## config.mk

```make
export PLATFORM = sky130hd
export DESIGN_NAME = mux_8_1_sched
export DESIGN_NICKNAME = d
export VERILOG_FILES = /design/src/rtl/mux_8_1_sched.sv
export SDC_FILE = /design/constraint.sdc
export NUM_CORES = 1
export LEC_CHECK = 0
export ABC_AREA = 1
export CAP_MARGIN = 30
export CELL_PAD_IN_SITES_DETAIL_PLACEMENT = 1
export CELL_PAD_IN_SITES_GLOBAL_PLACEMENT = 2
export CORE_MARGIN = 3
export CORE_UTILIZATION = 30
export DETAILED_ROUTE_END_ITERATION = 8
export DONT_BUFFER_PORTS = 1
export PLACE_DENSITY_LB_ADDON = 0.1
export SYNTH_ARGS = -nofsm -noshare
export SYNTH_HDL_FRONTEND = slang
export SYNTH_SLANG_ARGS = --single-unit
```

## constraint.sdc

```tcl
create_clock -name clk -period 1.99 [get_ports clk]
set_clock_uncertainty 0.2 [all_clocks]
set_input_delay 0.2985 -clock clk [delete_from_list [all_inputs] [get_ports clk]]
set_output_delay 0.2985 -clock clk [all_outputs]
set_load 0.05 [all_outputs]
```

## src/rtl/mux_8_1_sched.sv

```systemverilog
// mux_8_1_sched: round-robin burst-limited scheduler for the 8:1 channel; MUX_SCHED_LOCK_EN adds the lock burst-extend input
module mux_8_1_sched #(
    parameter int BURST = 4
) (
    input  logic       clk,
    input  logic       rst,
    input  logic [7:0] req,
    input  logic [7:0] i,
`ifdef MUX_SCHED_LOCK_EN
    input  logic       lock,
`endif
    output logic [2:0] sel,
    output logic [7:0] gnt,
    output logic       busy,
    output logic       f,
    output logic       f_vld
);
    typedef enum logic {IDLE, GRANT} state_t;
    localparam logic [3:0] LAST = 4'(BURST - 1);
    if (BURST < 1 || BURST > 16) begin : g_bad_burst
        $error("BURST must be within 1..16");
    end
    state_t     st, st_n;
    logic [2:0] ptr, own, win;
    logic [3:0] cnt;
    logic       hold, rel, cap;
`ifdef MUX_SCHED_LOCK_EN
    assign hold = lock;
`else
    assign hold = 1'b0;
`endif
    always_comb begin
        win = ptr;
        for (int k = 7; k >= 0; k--) if (req[ptr + 3'(k)]) win = ptr + 3'(k);
    end
    assign rel = !req[own] || (cnt == LAST && !hold);
    assign cap = st == GRANT && req[own];
    always_comb begin
        st_n = st;
        st_n = (st == IDLE) ? (|req ? GRANT : IDLE) : (rel ? IDLE : GRANT);
    end
    always_ff @(posedge clk or posedge rst)
        if (rst) st <= IDLE;
        else st <= st_n;
    always_ff @(posedge clk or posedge rst) begin
        if (rst) begin
            ptr   <= 3'd0;
            own   <= 3'd0;
            cnt   <= 4'd0;
            f     <= 1'b0;
            f_vld <= 1'b0;
        end else begin
            f_vld <= cap;
            if (cap) f <= i[own];
            if (st == IDLE && |req) begin
                own <= win;
                cnt <= 4'd0;
            end else if (st == GRANT && rel) ptr <= own + 3'd1;
            else if (st == GRANT && cnt != LAST) cnt <= cnt + 4'd1;
        end
    end
    assign sel  = own;
    assign busy = st == GRANT;
    assign gnt  = busy ? 8'd1 << own : 8'd0;
endmodule

```

# Word-level counts from Yosys, hierarchy flattened
# Index checks and enable logic that the tools add are counted.
[classes]
n_addsub = 9
mul = 0
div = 0
order_cmp = 9
n_eq_ne = 3
n_shift = 1
muxes = 35
n_bitwise = 2
n_reduce_logical = 10
[op_table]
columns = ["op", "n"]
rows = [
  ["3-bit by 4-bit < comparator with 1-bit output, second input constant", 9],
  ["1-bit binary-select mux with 3-bit select", 10],
  ["3-bit two-way mux", 8],
  ["1-bit two-way mux", 13],
  ["3-bit adder, second input constant", 4],
  ["4-bit two-way mux", 3],
  ["8-bit two-way mux", 1],
  ["8-bit OR reduction", 1],
  ["1-bit by 3-bit << shifter with 8-bit output, first input constant", 1],
  ["3-bit by 1-bit adder with 3-bit output, second input constant", 2],
  ["3-bit by 2-bit adder with 3-bit output, second input constant", 2],
  ["4-bit by 1-bit adder with 4-bit output, second input constant", 1],
  ["4-bit by 2-bit == test with 1-bit output, second input constant", 1],
  ["1-bit logical AND", 4],
  ["4-bit by 2-bit != test with 1-bit output, second input constant", 1],
  ["2-bit AND reduction", 2],
  ["2-bit != test, second input constant", 1],
  ["1-bit NOT", 2],
  ["2-bit nonzero test", 1],
  ["1-bit zero test", 1],
  ["1-bit logical OR", 1],
]
[totals]
regBits = 13
latch_bits = 0
mem_bits_rw = 0
rom_bits = 0
input_bits = 18
output_inout_bits = 14
mem_count = 0

# Logic depth before layout (Yosys ltp)
[logic_depth]
depth_word = 11
depth_mapped = 19
mapped_depth_nobuf = 18

# Worst setup path after synthesis
# OpenSTA, ideal clock, no wires.
[synth_path]
kind = "reg2out"
from = "register own[0], in the netlist sel[0]"
to = "output port gnt[2]"
t_arrival_ns = 1.733
required_time_ns = 1.492
slack_ns = -0.241
path_stages_with_launch = 6
path_buffers = 1
cell_sequence = "dfrtp_1 > buf_6 > inv_4 > ha_1 > inv_1 > nor2_1"
[synth_via]
elab_chain_len = 2
[synth_rtl]
columns = ["element", "line_no", "rtl"]
rows = [
  ["from (decl)", "24", "logic [2:0] ptr, own, win;"],
  ["from (signal assigned)", "56", "own <= win;"],
  ["1-bit by 3-bit << shifter with 8-bit output", "64", "assign gnt = busy ? 8'd1 << own : 8'd0;"],
  ["8-bit two-way mux", "64", ""],
  ["to (decl)", "13", "output logic [7:0] gnt,"],
]
# No other way between the ends.

# Final worst setup path
[layout_path]
from = "register ptr[0]"
to = "register own[0], in the netlist sel[0]"
[layout_via]
elab_chain_len = 11
word_cells_on_any_way = 31
[layout_rtl]
columns = ["element", "line_no", "rtl"]
rows = [
  ["from (decl)", "24", ""],
  ["from (signal assigned)", "58", "end else if (st == GRANT && rel) ptr <= own + 3'd1;"],
  ["3-bit adder", "34", "for (int k = 7; k >= 0; k--) if (req[ptr + 3'(k)]) win = ptr + 3'(k);"],
  ["1-bit binary-select mux with 3-bit select", "34", ""],
  ["1-bit two-way mux (not written as such)", "34", ""],
  ["3-bit two-way mux (7 in series)", "34", ""],
  ["3-bit two-way mux (*)", "34", ""],
]
# Every way passes the cells marked *; elsewhere a longest branch is shown, timed or not. The select of a mux whose other input is x is not followed.
# A chain may end at the register's enable or synchronous reset.

==> results.toml <==
[setup_path]
worstPathCellList = "inv_2 -> ha_4 -> inv_6 -> nand3_2 -> nand2_2 -> inv_4 -> nand2_4 -> nand2_4 -> inv_2 -> nand2_2 -> nand2_2 -> nand2_1 -> nand2_1 -> nand2_2 -> nand3_2 -> nand3_2 -> nand2_1"
crit_slowest_cell = "dfrtp_1"
crit_required_ps = 1920
cp.arrival_ps = 1960
timing.critical_path.mode_cell = "nand2_2"
regToRegSetupSlack_ps = -40
critPathLaunchType = "register"
slowest_delay_ps = 410
cp_max_fo = 6
crit_path_end_kind = "register"
criticalPathCategory = "reg -> reg"

[cells_and_area]
layout-drive-gt1-share_pct = 34.0
syn_to_final_growth_pct = 34.6
nFillCells = 621
nets = 296
diodes = 0
finalInstanceArea_um2 = 2070

[route]
ant_nets = 0
vias = 1599
drt_first_pass_iters = 4
wl_per_cell_um = 14.2
wl_mm = 4.77
drc_errors = 0
first_iter_violations = 33
viasPerCell = 4.77

[yosys]
yosysMostFrequentCell = "nand2_1"
async_flop_share_pct = 100
yosys_warnings = 0
seq_area_frac_synth_pct = 21.2
netlist_instances = 238
synth_largest_area_cell = "dfrtp_1"
synth_ff_type = "dfrtp_1"
synth.area.top_cells = "dfrtp_1 (21%), nand2_1 (17%), nand3_1 (11%), ha_1 (7.3%), inv_1 (6.1%)"
avgSynthCellArea_um2 = 6.45
synth_common_cells = "nand2_1 (70), nand3_1 (33), inv_1 (25)"
syn_area_um2 = 1540
synth_edf_count = 0
synth_fp_nets = 265
synth_cell_type_count = 29
synth_top_area_share_pct = 21.2
synth_seq_cells = 13

[die]
die_h_um = 77.5
die_w_um = 77.5
row_count = 25
io_pins = 32
dieArea_um2 = 6010
start_util_pct = 31.7
core_region_area_um2 = 4850

[global_route]
grt_usage_pct = 16.7
grt.overflow.total = 0
grt_start_max_net_pins = 14
grt_pass1_vias = 1682
grt_first_pass_wirelength_mm = 8.22
antenna_found_initial = 0

[job]
max_cap_viol_count = 0

[sta]
slew_headroom_pct = 65.4
setup_viol = 1
rsz0062_at_grt = "yes"
fin_crit_ps = 2030
finalSetupTns_ps = -37.0
hold_viol = 0
fin_crit_sh_pct = 102
drv_slew = 0
worst_pin_slew_ps = 518
fmax_mhz = 493
finalWorstSetupSlack_ps = -37.0

[hold_path]
min_path_type = "in -> reg"

[clocking]
cts.reportedPaths.clkPinSlew_ps = 60
cts_buffer_depth = 2
clk_root_buffer_cell = "clkbuf_8"
clock_latency_ps = 240
cts_tree = "built"
cts_buffers = 3
clock_sinks = 13
htreeDepth = 1

[place]
routabilityCongestion = 0.768
dpl.hpwl_mm = 3.89
place_area_um2 = 1870
io_buffer_count = 0

[run_status]
outcome = "complete, but fails checks"
violations = "negative setup slack"
[per-stage QoR]
stage	util (%)	hold slack (ps)	instances	setup WS [ps]
2_1_floorplan	-	-24.7	238	-176
3_3_place_gp	38.5	51.8	327	-48.6
3_5_place_dp	38.5	64.8	327	-90.0
4_1_cts	40.8	304	335	-26.3
5_1_grt	42.6	347	335	-230
6_report	42.6	294	335	-37.0
[path summary, 6_finish.rpt]
| path | to | from | cells after the start |
|---|---|---|---|
| setup / recovery | sel[0] | ptr[0] | 17 |
| hold / removal | sel[0] | req[1] | 5 |
| setup reg to reg | sel[0] | ptr[0] | 17 |
| hold reg to reg | cnt[1] | cnt[1] | 1 |
| max in group asynchronous | sel[0] | rst | 2 |
| min in group asynchronous | ptr[2] | rst | 2 |
[per-layer routing]
metal  share of wire [%]  GRT usage [%]
met5                   0              0
met4                0.36           2.14
met3                 3.6           2.44
met2                  44           26.2
met1                  52           24.6
[cells in the final DEF (no fill, tap or decap), types with 2 or more instances in the layout]
| cell type | n |
|---|---|
| a31oi_1 | 2 |
| nand2_1 | 63 |
| a21oi_1 | 12 |
| nand2_2 | 14 |
| nand3_4 | 3 |
| buf_12 | 6 |
| nand3_1 | 25 |
| inv_2 | 6 |
| nor2_1 | 12 |
| dfrtp_1 | 11 |
| buf_4 | 20 |
| buf_6 | 4 |
| ha_1 | 7 |
| clkbuf_8 | 3 |
| inv_4 | 3 |
| inv_1 | 23 |
| o22ai_1 | 2 |
| o21ai_0 | 11 |
| inv_6 | 2 |
| nor2_2 | 5 |
| dfrtp_2 | 2 |
| nand3_2 | 13 |
| nor4_1 | 2 |
| nand2_4 | 2 |
[cell type report]
cell class	count	area (um2)	share of cell area, %
clock buffers	4	45.0	2.18
inverters	35	153	7.38
multi-input cells	185	1130	54.8
flip-flops and latches	13	328	15.9
well taps	67	83.8	4.06
repair buffers	31	325	15.7
[worst max-delay path: cells and delay by family (launching register included)]
family,cells,cell delay (ps)
adders and majority gates,1,330
buffers and inverters,4,250
DFF,1,410
and+or+nand+nor,12,720
[state kept, by name (all words and copies together) (netlist names)]
name and count:
busy 1, cnt 4, f 1, f_vld 1, ptr 3, sel 3
[cell families after synthesis]
group	count (synthesis)	share of synthesized area [%]
adders and majority gates	9	7.34
and+or+nand+nor	143	44.2
DFF	13	21.2
xor gates and xnor gates	2	3.59
AOI/OAI and AO/OA	31	11.3
buffers and inverters	40	12.4
[timing repair]
item	in CTS	in global routing
pin swaps	3	10
buffers inserted	3	0
resized for setup	6	24
hold endpoints to repair	13	0
hold buffers	1	0
endpoints found under the setup margin	4	17
Power is left out: the tool's default activity adds up to more than one toggle a clock period on the data nets, which glitch-free logic cannot reach.
